### src/rtl/cavlc_mb_scheduler_if.sv
// Signal bundle between the slice/MB parser + CAVLC decoder and the macroblock scheduler.
// The scheduler owns the slave side; a parser/decoder model or bench drives the master side.
interface cavlc_mb_scheduler_if #(
  parameter int TC_W = 5
);
  logic              MbStart;
  logic              LeftAvail;
  logic              TopAvail;
  logic [4*TC_W-1:0] LeftTotalCoeff;
  logic [4*TC_W-1:0] TopTotalCoeff;
  logic              BlockDone;
  logic [TC_W-1:0]   TotalCoeffIn;
  logic              CavlcEnable;
  logic [TC_W-1:0]   nC;
  logic [3:0]        BlkIdx;
  logic              Busy;
  logic              MbDone;
  logic              Error;
  logic [4*TC_W-1:0] RightColTC;
  logic [4*TC_W-1:0] BottomRowTC;
  logic [2:0]        DbgState;

  modport slave (
    input  MbStart, LeftAvail, TopAvail, LeftTotalCoeff, TopTotalCoeff,
           BlockDone, TotalCoeffIn,
    output CavlcEnable, nC, BlkIdx, Busy, MbDone, Error, RightColTC, BottomRowTC,
           DbgState
  );

  modport master (
    output MbStart, LeftAvail, TopAvail, LeftTotalCoeff, TopTotalCoeff,
           BlockDone, TotalCoeffIn,
    input  CavlcEnable, nC, BlkIdx, Busy, MbDone, Error, RightColTC, BottomRowTC,
           DbgState
  );
endinterface

### src/rtl/cavlc_mb_scheduler.sv
// Sequences the 16 luma 4x4 blocks of a macroblock, predicts nC from left/top TotalCoeff
// and exports the right-column / bottom-row TotalCoeff for the neighbouring macroblocks.
module cavlc_mb_scheduler #(
  parameter int TC_W    = 5,
  parameter int TIMEOUT = 1024
) (
  input logic                 Clk,
  input logic                 nReset,
  cavlc_mb_scheduler_if.slave mb
);

   localparam logic [2:0] IDLE  = 3'd0;
   localparam logic [2:0] CALC  = 3'd1;
   localparam logic [2:0] RUN   = 3'd2;
   localparam logic [2:0] STORE = 3'd3;
   localparam logic [2:0] DONE  = 3'd4;

   localparam int              WD_W   = (TIMEOUT > 1) ? $clog2(TIMEOUT) : 1;
   localparam logic [TC_W-1:0] TC_MAX = TC_W'(16);

   logic [2:0]        state;
   logic [3:0]        blkIdx;
   logic [TC_W-1:0]   nCReg;
   logic              errorReg;
   logic              leftAvailQ;
   logic              topAvailQ;
   logic [TC_W-1:0]   leftTc [4];
   logic [TC_W-1:0]   topTc [4];
   logic [TC_W-1:0]   tc [16];
   logic [WD_W-1:0]   wdCnt;
   logic [4*TC_W-1:0] rightCol;
   logic [4*TC_W-1:0] bottomRow;

   logic [1:0]        x, y, xm1, ym1;
   logic [TC_W-1:0]   nA, nB, nCNext, tcClamped;
   logic              availA, availB, wdHit;
   logic [TC_W:0]     nSum;
   logic [4*TC_W-1:0] rightNext, bottomNext;

   // Block raster position (x, y) maps back to scan index {y1, x1, y0, x0}.
   function automatic logic [3:0] blkOf(input logic [1:0] bx, input logic [1:0] by);
      return {by[1], bx[1], by[0], bx[0]};
   endfunction

   always_comb begin
      x      = {blkIdx[2], blkIdx[0]};
      y      = {blkIdx[3], blkIdx[1]};
      xm1    = x - 2'd1;
      ym1    = y - 2'd1;
      nA     = (x != 2'd0) ? tc[blkOf(xm1, y)] : leftTc[y];
      nB     = (y != 2'd0) ? tc[blkOf(x, ym1)] : topTc[x];
      availA = (x != 2'd0) || leftAvailQ;
      availB = (y != 2'd0) || topAvailQ;
      nSum   = {1'b0, nA} + {1'b0, nB} + (TC_W+1)'(1);
      if (availA && availB) nCNext = nSum[TC_W:1];
      else if (availA)      nCNext = nA;
      else if (availB)      nCNext = nB;
      else                  nCNext = '0;
   end

   assign tcClamped = (mb.TotalCoeffIn > TC_MAX) ? TC_MAX : mb.TotalCoeffIn;

   always_comb begin
      rightNext  = '0;
      bottomNext = '0;
      for (int i = 0; i < 4; i++) begin
         rightNext[i*TC_W +: TC_W]  = tc[blkOf(2'd3, 2'(i))];
         bottomNext[i*TC_W +: TC_W] = tc[blkOf(2'(i), 2'd3)];
      end
   end

   generate
      if (TIMEOUT == 0) begin : gNoWatchdog
         assign wdHit = 1'b0;
      end else begin : gWatchdog
         assign wdHit = (wdCnt == WD_W'(TIMEOUT - 1));
      end
   endgenerate

   // Handshake: CavlcEnable is a level request held for the whole RUN state; BlockDone is
   // accepted only while CavlcEnable is high, and Enable drops the next cycle (no double count).
   always_ff @(posedge Clk or negedge nReset) begin
      if (!nReset) begin
         state      <= IDLE;
         blkIdx     <= '0;
         nCReg      <= '0;
         errorReg   <= 1'b0;
         leftAvailQ <= 1'b0;
         topAvailQ  <= 1'b0;
         wdCnt      <= '0;
         rightCol   <= '0;
         bottomRow  <= '0;
         for (int i = 0; i < 4; i++) begin
            leftTc[i] <= '0;
            topTc[i]  <= '0;
         end
         for (int i = 0; i < 16; i++) tc[i] <= '0;
      end else begin
         case (state)
            IDLE: if (mb.MbStart) begin
               leftAvailQ <= mb.LeftAvail;
               topAvailQ  <= mb.TopAvail;
               for (int i = 0; i < 4; i++) begin
                  leftTc[i] <= mb.LeftTotalCoeff[i*TC_W +: TC_W];
                  topTc[i]  <= mb.TopTotalCoeff[i*TC_W +: TC_W];
               end
               // Cleared so an aborted macroblock exports 0 for undecoded blocks.
               for (int i = 0; i < 16; i++) tc[i] <= '0;
               blkIdx   <= '0;
               errorReg <= 1'b0;
               state    <= CALC;
            end
            CALC: begin
               nCReg <= nCNext;
               wdCnt <= '0;
               state <= RUN;
            end
            RUN: begin
               if (mb.BlockDone) begin
                  tc[blkIdx] <= tcClamped;
                  state      <= STORE;
               end else if (wdHit) begin
                  errorReg  <= 1'b1;
                  rightCol  <= rightNext;
                  bottomRow <= bottomNext;
                  state     <= DONE;
               end else begin
                  wdCnt <= wdCnt + WD_W'(1);
               end
            end
            STORE: begin
               if (blkIdx == 4'd15) begin
                  rightCol  <= rightNext;
                  bottomRow <= bottomNext;
                  state     <= DONE;
               end else begin
                  blkIdx <= blkIdx + 4'd1;
                  state  <= CALC;
               end
            end
            DONE:    state <= IDLE;
            default: state <= IDLE;
         endcase
      end
   end

   assign mb.CavlcEnable = (state == RUN);
   assign mb.nC          = nCReg;
   assign mb.BlkIdx      = blkIdx;
   assign mb.Busy        = (state != IDLE);
   assign mb.MbDone      = (state == DONE);
   assign mb.Error       = errorReg;
   assign mb.RightColTC  = rightCol;
   assign mb.BottomRowTC = bottomRow;
   assign mb.DbgState    = state;

endmodule

### src/flat_wrapper.sv
// flat-port wrapper written by rule: the top's interface ports become plain ports
module cavlc_mb_scheduler_flat 
#(
  parameter int TC_W    = 5,
  parameter int TIMEOUT = 1024
)
  (Clk, nReset, mb_MbStart, mb_LeftAvail, mb_TopAvail, mb_LeftTotalCoeff, mb_TopTotalCoeff, mb_BlockDone, mb_TotalCoeffIn, mb_CavlcEnable, mb_nC, mb_BlkIdx, mb_Busy, mb_MbDone, mb_Error, mb_RightColTC, mb_BottomRowTC, mb_DbgState);
  cavlc_mb_scheduler_if #(.TC_W(TC_W)) mb_i ();
  input logic Clk;
  input logic nReset;
  input wire logic [$bits(mb_i.MbStart)-1:0] mb_MbStart;
  input wire logic [$bits(mb_i.LeftAvail)-1:0] mb_LeftAvail;
  input wire logic [$bits(mb_i.TopAvail)-1:0] mb_TopAvail;
  input wire logic [$bits(mb_i.LeftTotalCoeff)-1:0] mb_LeftTotalCoeff;
  input wire logic [$bits(mb_i.TopTotalCoeff)-1:0] mb_TopTotalCoeff;
  input wire logic [$bits(mb_i.BlockDone)-1:0] mb_BlockDone;
  input wire logic [$bits(mb_i.TotalCoeffIn)-1:0] mb_TotalCoeffIn;
  output wire logic [$bits(mb_i.CavlcEnable)-1:0] mb_CavlcEnable;
  output wire logic [$bits(mb_i.nC)-1:0] mb_nC;
  output wire logic [$bits(mb_i.BlkIdx)-1:0] mb_BlkIdx;
  output wire logic [$bits(mb_i.Busy)-1:0] mb_Busy;
  output wire logic [$bits(mb_i.MbDone)-1:0] mb_MbDone;
  output wire logic [$bits(mb_i.Error)-1:0] mb_Error;
  output wire logic [$bits(mb_i.RightColTC)-1:0] mb_RightColTC;
  output wire logic [$bits(mb_i.BottomRowTC)-1:0] mb_BottomRowTC;
  output wire logic [$bits(mb_i.DbgState)-1:0] mb_DbgState;
  assign mb_i.MbStart = mb_MbStart;
  assign mb_i.LeftAvail = mb_LeftAvail;
  assign mb_i.TopAvail = mb_TopAvail;
  assign mb_i.LeftTotalCoeff = mb_LeftTotalCoeff;
  assign mb_i.TopTotalCoeff = mb_TopTotalCoeff;
  assign mb_i.BlockDone = mb_BlockDone;
  assign mb_i.TotalCoeffIn = mb_TotalCoeffIn;
  assign mb_CavlcEnable = mb_i.CavlcEnable;
  assign mb_nC = mb_i.nC;
  assign mb_BlkIdx = mb_i.BlkIdx;
  assign mb_Busy = mb_i.Busy;
  assign mb_MbDone = mb_i.MbDone;
  assign mb_Error = mb_i.Error;
  assign mb_RightColTC = mb_i.RightColTC;
  assign mb_BottomRowTC = mb_i.BottomRowTC;
  assign mb_DbgState = mb_i.DbgState;
  cavlc_mb_scheduler #(.TC_W(TC_W), .TIMEOUT(TIMEOUT)) u_core (.Clk(Clk), .nReset(nReset), .mb(mb_i));
endmodule
### config.mk
export PLATFORM = sky130hd
export DESIGN_NAME = cavlc_mb_scheduler_flat
export DESIGN_NICKNAME = d
export VERILOG_FILES = /design/src/rtl/cavlc_mb_scheduler_if.sv /design/src/rtl/cavlc_mb_scheduler.sv /design/src/flat_wrapper.sv
export SDC_FILE = /design/constraint.sdc
export NUM_CORES = 1
export LEC_CHECK = 0
export CAP_MARGIN = 20
export CORE_MARGIN = 2
export CORE_UTILIZATION = 29
export DETAILED_ROUTE_END_ITERATION = 16
export GPL_ROUTABILITY_DRIVEN = 0
export PLACE_DENSITY = 0.52
export SLEW_MARGIN = 20
export SYNTH_ARGS = -nofsm -noshare
export SYNTH_HDL_FRONTEND = slang
export SYNTH_SLANG_ARGS = --single-unit
### constraint.sdc
create_clock -name Clk -period 5.6 [get_ports Clk]
set_clock_uncertainty 0.2 [all_clocks]
set_input_delay 0.84 -clock Clk [delete_from_list [all_inputs] [get_ports Clk]]
set_output_delay 0.84 -clock Clk [all_outputs]
set_load 0.005 [all_outputs]
==> results of run 1 <==
## cells by family (layout without fill, tap and decap cells)
family	after synthesis	count (layout)
flip-flops	180	180
XOR/XNOR	9	9
AND/OR/NAND/NOR	322	322
adder cells (fa/ha/maj)	12	12
multiplexers	108	108
buffers and inverters	67	159
AO/OA/AOI/OAI	124	124
## power by group
| part | total, mW | switching (mW) | internal [mW] | leakage (nW) |
|---|---|---|---|---|
| clock | 1.21 | 0.529 | 0.686 | 0.289 |
| sequential | 1.76 | 0.221 | 1.53 | 2.43 |
| combinational | 1.82 | 1.02 | 0.804 | 2.03 |
| total | 4.79 | 1.77 | 3.02 | 4.75 |
## layout make-up
class,instances,area [um^2]
Tap cell,396,495
Fill cell,3118,19700
Sequential cell,180,4510
Multi-Input combinational cell,575,4260
Clock buffer,21,460
Timing Repair Buffer,114,1130
Clock inverter,10,125
Inverter,14,52.6
## worst paths after layout
kind | from | endpoint | cells after the start
setup / recovery | u_core.mb.BlkIdx[3] | u_core.mb.nC[3] | 14
hold reg to reg | u_core.leftTc[17] | u_core.leftTc[17] | 2
max in group asynchronous | nReset | u_core.leftTc[9] | 2
min in group asynchronous | nReset | u_core.mb.BottomRowTC[4] | 1
setup reg to reg | u_core.mb.BlkIdx[3] | u_core.mb.nC[3] | 14
hold / removal | u_core.leftTc[17] | u_core.leftTc[17] | 2
## layer usage
metal	track usage [%]	vias to the layer above	part of all wire, %
met4	4.49	0	1.5
met3	3.12	27	5.9
met1	21.9	3359	46
met5	0	-	0
met2	23.8	249	46
li1	-	3123	-
## placed cells by master (no fill, tap or decap), types with 3 or more instances in the layout
cell type / instances
a21oi_1: 9
a31oi_1: 3
buf_4: 7
clkbuf_16: 17
clkdlybuf4s50_1: 105
clkinv_4: 4
dfrtp_1: 178
ha_1: 11
inv_1: 9
inv_2: 3
mux2_2: 38
mux2i_1: 12
mux4_2: 54
nand2_1: 184
nand2b_1: 4
nand3_1: 83
nand4_1: 6
nor2_1: 20
nor2b_1: 3
nor3_1: 3
nor4_2: 3
o21ai_0: 84
o21ai_1: 3
o31ai_1: 3
or3_1: 4
xnor2_1: 5
xor2_1: 4
## worst register-to-register path, delay by kind of cell (launching register included)
family	cells	cell delay [ns]
AO/OA/AOI/OAI	3	0.56
XOR/XNOR	1	0.13
adder cells (fa/ha/maj)	2	0.87
buffers and inverters	2	0.23
flip-flops	1	0.81
multiplexers	3	0.97
AND/OR/NAND/NOR	3	0.30
## sequential cells by signal, summed over array words and instances, names as in the netlist
signal                 count
u_core.bottomNext         20
u_core.mb.BottomRowTC     20
u_core.tc                 45
u_core.leftTc             20
u_core.mb.RightColTC      15
u_core.topTc              20
u_core.mb.DbgState         3
u_core.topAvailQ           1
u_core.mb.Error            1
u_core.mb.nC               5
u_core.leftAvailQ          1
u_core.wdCnt              10
u_core.rightNext          15
u_core.mb.BlkIdx           4
==> impl_results.md, run 1 <==
* Status: finished, final reports clean
* Via/cell ratio at just over 5
* CTS tree: yes
* Post-route DRC at 0
* Total via count in the routed design at around 6800
* Ys Warns at 0
* Rows at 64
* Worst setup margin at 1.43 ns
* R2R Setup Slk at 1.43 ns
* Buffers on Ports at 106
* DP Cell Count at approximately 1300
* Layout Nets at ~970
* CP dominant cell by count: nand2_1
* Number of max-cap violations at 0
* Die width at 181 um
* Clock Path Buffers at 2
* Drt pass-1 iters at 5
* Avg Inst Size Synth at 11.1 um^2
* Rel. slew slack at 35.6%
* Antenna fix cells at 0
* Crit path DAT at around 4.3 ns
* Core area at 30700 um^2
* Crit-path max FO at 14
* Mux cell area share after synthesis at 20.1%
* Final Util at 35.9%
* FMAX at 240 MHz
* Vias in the first global route at around 6600
* Biggest area consumer among synthesized cells: dfrtp_1
* Total gr overflow at 0
* Clock-pin slew on the worst setup and hold paths at around 0.06 ns
* Most common cell in the netlist: nand2_1
* Synth Area in Compound Gates at 7.99%
* Top_reg_cell synth: dfrtp_1
* Antenna-violating nets left at 0
* Crit-path leading delay family: multiplexers
* Final hold violation count at 0
* Placed inst area at 10500 um^2
* Unrepaired setup endpoints after global routing: no
* Total track usage at 15.4%
* LEAKAGE at 4.75 nW
* Setup Buffers After CTS at 0
* Post-synth ARST share at 100%
* Synth Register Bits at 180
* Initial antenna violation count at 0
* Critical Path Start Type: flip-flop
* P per Cell Area at roughly 430 nW/um^2
* Finished Layout Cells at roughly 1300
* Slew Viols, Final at 0
* Synth Area in Adders at under 10%
* Mapped Cells at 822
* Post-Synth Simple-Gate Area at 15.9%
* Chip Height at 181 um
* Cell Area, Synth at 9110 um^2
* I/O Pins at 107
* CTS H-tree lvls at 4
* Hold_buf cts at 0
* Largest net degree at the start of global routing at 100
* Crit path largest cell delay at 0.81 ns
* Largest family of logic cells by synthesized area: multiplexers
* Routed wire per std cell at 18.8 um
* DP Wirelength at ~17 mm
* Worst Hold Class: reg2reg
* Sequential fraction of the synthesis area at about half
* Top post-synthesis cells by count: nand2_1 (184), dfrtp_1 (180), nand3_1 (84), o21ai_0 (84), mux4_2 (54)
* Post-synth EDFFs at 0
* Detailed Route WL at 24.7 mm
* Iter 0 DRT Violations at approximately 590
* Initial Util at 29.6%
* Largest cells by area after synthesis: dfrtp_1 (49%), mux4_2 (13%), nand2_1 (7.6%)
* # resized after CTS at 0
* Die Area at 32900 um^2
* CP Cell Sequence: inv_2 > ha_1 > mux4_1 > mux4_2 > nand2_1 > nand2_1 > nor2_1 > fa_1 > inv_1 > a21o_1 > a21oi_1 > xnor2_1 > mux2i_1 > o311ai_1
* PnR Total Power at 4.79 mW
* CTS Sinks at 180
* Final Setup Violations at 0
* Clock latency on the worst-skew pair at 0.43 ns
* Setup crit end kind: flip-flop
* Syn-to-layout area delta at 21.1%
* Layout cell share with drive strength beyond 1 at between 15 and 20%
* Worst-Margin Slew at 0.966 ns
* Tmin final at 4.17 ns
* Synthesized Nets at about 890
* Cts bufs inserted at 17
* Setup CP Type: reg2reg
* Setup_tns at 0 ns
* VDD IR max at 0.000207 V
* CP max stage cell: dfrtp_1
* Tcrit/Tclk final at 74.4%
* Final hold slack at roughly 0.27 ns
* Xor/xnor share of the synthesized area at 0.865%
* Top-area cell type share of the netlist area at about 50%
* First-pass GRT wire length at between 30 and 40 mm
* Clk root buf: clkbuf_16
* DP Worst Slack at 1.44 ns
* Crit path buf inv count at 2
* Netlist cell types at 61
* Post-route cell area at 11000 um^2
* Worst path required time at 5.73 ns
(Power assumes the default switching activity.)
==> run 2: changes to the inputs <==
--- a/config.mk
+++ b/config.mk
@@ -10,7 +10,7 @@
 export CORE_UTILIZATION = 29
 export DETAILED_ROUTE_END_ITERATION = 16
 export GPL_ROUTABILITY_DRIVEN = 0
-export PLACE_DENSITY = 0.52
+export PLACE_DENSITY = 0.54
 export SLEW_MARGIN = 20
 export SYNTH_ARGS = -nofsm -noshare
 export SYNTH_HDL_FRONTEND = slang
==> constraint.sdc (replaced) <==
create_clock -name Clk -period 3.8 [get_ports Clk]
set_clock_uncertainty 0.2 [all_clocks]
set_input_delay 0.57 -clock Clk [delete_from_list [all_inputs] [get_ports Clk]]
set_output_delay 0.57 -clock Clk [all_outputs]
set_load 0.005 [all_outputs]
==> run 2 against run 1 <==
Effect of this change: total power grew 49%; clock power grew 45%; die area is the same; fmax grew 21%; sequential share of layout area shrank 0.59 points; non-clock buffer count grew 17.
==> impl_results.md, run 2 (synthesis gave the netlist of run 1 again) <==
* Layout cell share with drive strength beyond 1 at 17.8% (+1.8 points)
* Clock Path Buffers at 2 (unchanged)
* CTS Sinks at 180 (unchanged)
* Total gr overflow at 0 (unchanged)
* Crit-path max FO at 9 (-5)
* Tcrit/Tclk final at 90.5% (+16 points)
* Total track usage at 15.6% (+0.16 points)
* Clock latency on the worst-skew pair at 0.44 ns (about the same)
* Hold Path End: u_core.leftTc[18]
* Crit path largest cell delay at 0.51 ns (-0.30 ns)
* CP Cell Sequence: inv_1 > ha_2 > mux4_2 > mux4_2 > nand2_1 > nand2_1 > nor2_1 > fa_1 > inv_1 > a21o_1 > a21oi_1 > xnor2_1 > mux2i_1 > o311ai_1
* Rel. slew slack at 51.1% (+15 points)
* Setup Buffers After CTS at 0 (unchanged)
* Routed wire per std cell at 18.6 um (-1.0%)
* Drt pass-1 iters at 5 (unchanged)
* Post-route DRC at 0 (unchanged)
* DP Cell Count at 1295 (+1.3%)
* Final Util at 36.4% (+0.52 points)
* Die Area at 32900 um^2 (unchanged)
* Clock-pin slew on the worst setup and hold paths at 0.08 ns (+0.02 ns)
* Final hold slack at 0.274 ns (+0.00213 ns)
* CTS H-tree lvls at 4 (unchanged)
* Setup crit end kind: flip-flop
* Largest net degree at the start of global routing at 65 (-35%)
* Reg-to-reg critical path startpoint: u_core.mb.BlkIdx[1]
* Reg2reg path depth at 14 (unchanged)
* Number of max-cap violations at 0 (unchanged)
* LEAKAGE at 4.84 nW (+2.0%)
* VDD IR max at 0.000294 V (+42%)
* Worst-Margin Slew at 0.732 ns (-0.233 ns)
* Status: finished, final reports clean
* Die width at 181 um (unchanged)
* FMAX at 291 MHz (+21%)
* Tmin final at 3.44 ns (-0.728 ns)
* I/O Pins at 107 (unchanged)
* First-pass GRT wire length at 39.9 mm (+1.6%)
* Critical Path Start Type: flip-flop
* CP max stage cell: mux4_2
* Chip Height at 181 um (unchanged)
* Area of the multi-input gates at 4270 um^2 (about the same)
* Hold path depth at 2 (unchanged)
* Initial antenna violation count at 0 (unchanged)
* Core area at 30700 um^2 (unchanged)
* PnR Total Power at 7.12 mW (+49%)
* Setup CP Type: reg2reg
* Crit path buf inv count at 2 (unchanged)
* Number of flip-flops under the largest register name at 45 (unchanged)
* Finished Layout Cells at 1328 (+1.4%)
* Syn-to-layout area delta at 22.9%
* Number of fillers in the final layout at 3042 (-2.4%)
* Rows at 64 (unchanged)
* Setup_tns at 0 ns (unchanged)
* Largest register by flop count: u_core.tc
* Iter 0 DRT Violations at 570 (-3.6%)
* Via/cell ratio at 5.12 (-0.82%)
* Antenna-violating nets left at 0 (unchanged)
* Most common cell after layout, fill and taps aside: nand2_1
* Slew Viols, Final at 0 (unchanged)
* Vias in the first global route at 6723 (+1.5%)
* CTS tree: yes
* Cts bufs inserted at 17 (unchanged)
* Total via count in the routed design at 6795 (+0.55%)
* R2R Setup Slk at 0.36 ns (-1.07 ns)
* Unrepaired setup endpoints after global routing: no
* Buffers on Ports at 106 (unchanged)
* Worst path required time at 3.94 ns (-1.79 ns)
* Detailed Route WL at 24.7 mm (+0.33%)
* Worst Hold Class: reg2reg
* Capturing point of the worst reg2reg path: u_core.mb.nC[3]
* HP Start: u_core.leftTc[18]
* Register area at 4510 um^2 (unchanged)
* P per Cell Area at 636 nW/um^2 (+47%)
* Layout Nets at 982 (+1.8%)
* Commonest non-fill, non-tap cells in the layout: nand2_1 (184), dfrtp_1 (178), clkdlybuf4s50_1 (105)
* Antenna fix cells at 0 (unchanged)
* Crit path DAT at 3.58 ns (-0.71 ns)
* Final Setup Violations at 0 (unchanged)
* DP Wirelength at 17.7 mm (+2.5%)
* Final hold violation count at 0 (unchanged)
* Clk root buf: clkbuf_16
* Initial Util at 29.6% (unchanged)
* Crit-path leading delay family: multiplexers
run 2: changes by cell type in the layout (fill, tap and decap cells not counted), sizes merged:
cell         before  now
buf               9   25
inv              14   19
clkbuf           21   18
bufinv            2    0
clkinv            8    9
dlygate4sd3       0    1
run 2: report_power, final:
part	internal, mW	switching, mW	total [mW]
registers	2.26	0.258	2.52
clock network	0.889	0.856	1.75
logic	1.27	1.59	2.86
run 2: cell type report:
class | instances | area share (%)
clock inverter | 14 | 1.23
inverter | 14 | 0.469
timing repair buffer | 131 | 11.6
clock buffer | 18 | 3.92
sequential | 180 | 40.2
tap | 396 | 4.42
multi-input combinational | 575 | 38.1
run 2: worst max-delay path by stage:
| stage | startpoint | end | slack, ns | cells past startpoint |
|---|---|---|---|---|
| 2_1_floorplan | u_core.mb.BlkIdx[1] | u_core.mb.nC[3] | 0.02 | 18 |
| 3_3_place_gp | u_core.mb.BlkIdx[1] | u_core.mb.nC[3] | 0.33 | 14 |
| 3_5_place_dp | u_core.mb.BlkIdx[1] | u_core.mb.nC[3] | 0.31 | 14 |
| 4_1_cts | u_core.mb.BlkIdx[1] | u_core.mb.nC[3] | 0.26 | 14 |
| 5_1_grt | u_core.mb.BlkIdx[1] | u_core.mb.nC[3] | 0.11 | 14 |
| 6_report | u_core.mb.BlkIdx[1] | u_core.mb.nC[3] | 0.36 | 14 |
run 2: worst reg2reg max path, cell delays in order (launching register included):
cell	delay, ns
dfrtp_2	0.38
inv_1	0.09
ha_2	0.47
mux4_2	0.36
mux4_2	0.51
nand2_1	0.09
nand2_1	0.08
nor2_1	0.14
fa_1	0.22
inv_1	0.05
a21o_1	0.17
a21oi_1	0.16
xnor2_1	0.13
mux2i_1	0.09
o311ai_1	0.23
run 2: what timing repair did:
item / in CTS / in global routing
hold buffers: 1 / 0
endpoints found under the hold margin: 60 / 0
endpoints found under the setup margin: 0 / 1
gates resized for setup: 0 / 1
run 2: through the flow:
| step | instance area (um^2) | worst slack, ns |
|---|---|---|
| floorplan | 9110 | 0.0171 |
| global placement | 10600 | 0.329 |
| detailed placement | 10600 | 0.308 |
| CTS | 11200 | 0.259 |
| global route | 11200 | 0.107 |
| finish | 11200 | 0.361 |
run 2: per-layer routing:
| layer | part of all wire [%] | track usage, % |
|---|---|---|
| met4 | 2.3 | 4.94 |
| met5 | 0 | 0 |
| met3 | 4.9 | 3.00 |
| met1 | 47 | 22.2 |
| met2 | 46 | 24.0 |
==> run 3: changes to the inputs <==
--- a/config.mk
+++ b/config.mk
@@ -6,7 +6,7 @@
 export NUM_CORES = 1
 export LEC_CHECK = 0
 export CAP_MARGIN = 20
-export CORE_MARGIN = 2
+export CORE_MARGIN = 5
 export CORE_UTILIZATION = 29
 export DETAILED_ROUTE_END_ITERATION = 16
 export GPL_ROUTABILITY_DRIVEN = 0
==> run 3 against run 2 <==
Effect of this change: worst setup slack worse by 0.11 ns; largest cell class unchanged; critical path depth unchanged; first-iteration DRC count rose by 16%; core utilization decreased by 0.74 points; register-to-register slack lost 0.11 ns; critical endpoint unchanged; wire length increased by 0.99%.
==> impl_results.md, run 3 (synthesis gave the netlist of run 1 again) <==
* Final Setup Violations at 0 (unchanged)
* Layout cell share with drive strength beyond 1 at 17.3% (-0.55 points)
* PnR Total Power at 7.15 mW (+0.32%)
* Worst Hold Class: in2async
* CTS H-tree lvls at 4 (unchanged)
* Syn-to-layout area delta at 22.6%
* Total via count in the routed design at 6680 (-1.7%)
* Worst path required time at 3.93 ns (about the same)
* Reg2reg path depth at 14 (unchanged)
* Buffers on Ports at 106 (unchanged)
* Reg-to-reg critical path startpoint: u_core.mb.BlkIdx[1]
* I/O Pins at 107 (unchanged)
* Setup_tns at 0 ns (unchanged)
* Tcrit/Tclk final at 93.3% (+2.8 points)
* Commonest non-fill, non-tap cells in the layout: nand2_1 (184), dfrtp_1 (178), clkdlybuf4s50_1 (105)
* Placed inst area at 10600 um^2 (-0.21%)
* CP Cell Sequence: inv_1 > ha_1 > mux4_1 > mux4_2 > nand2_1 > nand2_1 > nor2_1 > fa_1 > inv_1 > a21o_1 > a21oi_1 > xnor2_1 > mux2i_1 > o311ai_1
* Setup Buffers After CTS at 0 (unchanged)
* Clock-pin slew on the worst setup and hold paths at 0.07 ns (about the same)
* Final hold violation count at 0 (unchanged)
* Post-route cell area at 11200 um^2 (-0.23%)
* Most common cell after layout, fill and taps aside: nand2_1
* Detailed Route WL at 25.0 mm (+0.99%)
* DP Wirelength at 17.8 mm (+0.91%)
* Unrepaired setup endpoints after global routing: no
* CP max stage cell: mux4_2
* Layout Nets at 977 (-0.51%)
* Antenna fix cells at 0 (unchanged)
* Number of max-cap violations at 0 (unchanged)
* Drt pass-1 iters at 5 (unchanged)
* Antenna-violating nets left at 0 (unchanged)
* Capturing point of the worst reg2reg path: u_core.mb.nC[3]
* Switch Pwr at 2.66 mW (-1.5%)
* Clk root buf: clkbuf_16
* Post-route DRC at 0 (unchanged)
* # resized after CTS at 0 (unchanged)
* Slew Viols, Final at 0 (unchanged)
* P per Cell Area at 640 nW/um^2 (+0.55%)
* LEAKAGE at 4.81 nW (-0.61%)
* VDD IR max at 0.000261 V (-11%)
* Vias in the first global route at 6676 (-0.70%)
* Routed wire per std cell at 18.8 um (+0.92%)
* Setup CP Type: reg2reg
* Rel. slew slack at 42.0% (-9.1 points)
* Total gr overflow at 0 (unchanged)
* Crit path DAT at 3.68 ns (+0.10 ns)
* Largest register by flop count: u_core.tc
* Total track usage at 14.5% (-1.1 points)
* Clock power frac at 24.8% (+0.3 points)
* Initial Util at 29.1% (-0.53 points)
* R2R Setup Slk at 0.25 ns (-0.11 ns)
* Die Area at 35100 um^2 (+6.7%)
* Core area at 31300 um^2 (+1.8%)
* Initial antenna violation count at 0 (unchanged)
* Tmin final at 3.55 ns (+0.108 ns)
* Number of flip-flops under the largest register name at 45 (unchanged)
* Crit path largest cell delay at 0.51 ns (about the same)
* Clock latency on the worst-skew pair at 0.44 ns (about the same)
* First-pass GRT wire length at 40.4 mm (+1.2%)
* Worst-Margin Slew at 0.870 ns (+0.138 ns)
* Via/cell ratio at 5.03 (-1.8%)
* Power Internal at 4.48 mW (+1.4%)
* CTS tree: yes
* Iter 0 DRT Violations at 664 (+16%)
* Status: finished, final reports clean
* Combinational fraction of design power at 40.0% (-0.2 points)
* Rows at 65 (+1.6%)
* Die width at 187 um (+3.3%)
* Crit-path max FO at 7 (-2)
* Seq pwr share at 35.3% (about the same)
* CTS Sinks at 180 (unchanged)
* Setup crit end kind: flip-flop
* Largest net degree at the start of global routing at 93 (+43%)
* Cts bufs inserted at 17 (unchanged)
* Chip Height at 187 um (+3.3%)
* Clock Path Buffers at 2 (unchanged)
* Critical Path Start Type: flip-flop
* FMAX at 282 MHz (-3.0%)
* Sw Share at 37.3% (-0.68 points)
* Hold_buf cts at 0 (-1)
run 3: how the worst max path moves through the flow:
stage               slack (ns)               to  cells past startpoint                 from
floorplan                 0.02  u_core.mb.nC[3]                     18  u_core.mb.BlkIdx[1]
global placement          0.39  u_core.mb.nC[3]                     13  u_core.mb.BlkIdx[1]
detailed placement        0.31  u_core.mb.nC[3]                     13  u_core.mb.BlkIdx[1]
CTS                       0.27  u_core.mb.nC[3]                     13  u_core.mb.BlkIdx[1]
global route              0.03  u_core.mb.nC[3]                     14  u_core.mb.BlkIdx[1]
finish                    0.25  u_core.mb.nC[3]                     14  u_core.mb.BlkIdx[1]
run 3: layout make-up:
| type | count | area (um^2) |
|---|---|---|
| fill | 3041 | 20100 |
| clock inverter | 11 | 115 |
| clock buffer | 21 | 470 |
| tap | 402 | 503 |
| sequential | 180 | 4510 |
| inverter | 14 | 52.6 |
| multi-input combinational | 575 | 4260 |
| timing repair buffer | 126 | 1260 |
run 3: power groups by stage:
stage                     Sequential, mW  Combinational [mW]  Clock [mW]
after floorplan                     2.45                2.12           0
after global placement              2.54                2.84           0
after detailed placement            2.56                2.86           0
after CTS                           2.52                2.88        1.81
after global routing                2.57                3.18        1.89
final                               2.52                2.86        1.77
run 3: layer usage:
layer	GRT usage, %	part of all wire, %
met1	20.9	47
met5	0	0
met3	2.52	4.9
met2	22.5	47
met4	3.95	1.3
run 3: metrics by stage:
stage	hold slack, ns	utilization, %	worst slack (ns)	instances
finish	0.0250	35.7	0.253	1329
global placement	0.253	33.8	0.395	1297
global route	0.0965	35.7	0.0326	1329
CTS	0.0577	35.7	0.266	1329
detailed placement	0.260	33.8	0.313	1297
floorplan	0.0744	-	0.0171	822
run 3: critical path, delay by kind of cell (launching register included):
family,cells,cell delay (ns)
XOR/XNOR,1,0.13
flip-flops,1,0.39
AO/OA/AOI/OAI,3,0.58
AND/OR/NAND/NOR,3,0.32
buffers and inverters,2,0.14
multiplexers,3,0.96
adder cells (fa/ha/maj),2,0.73
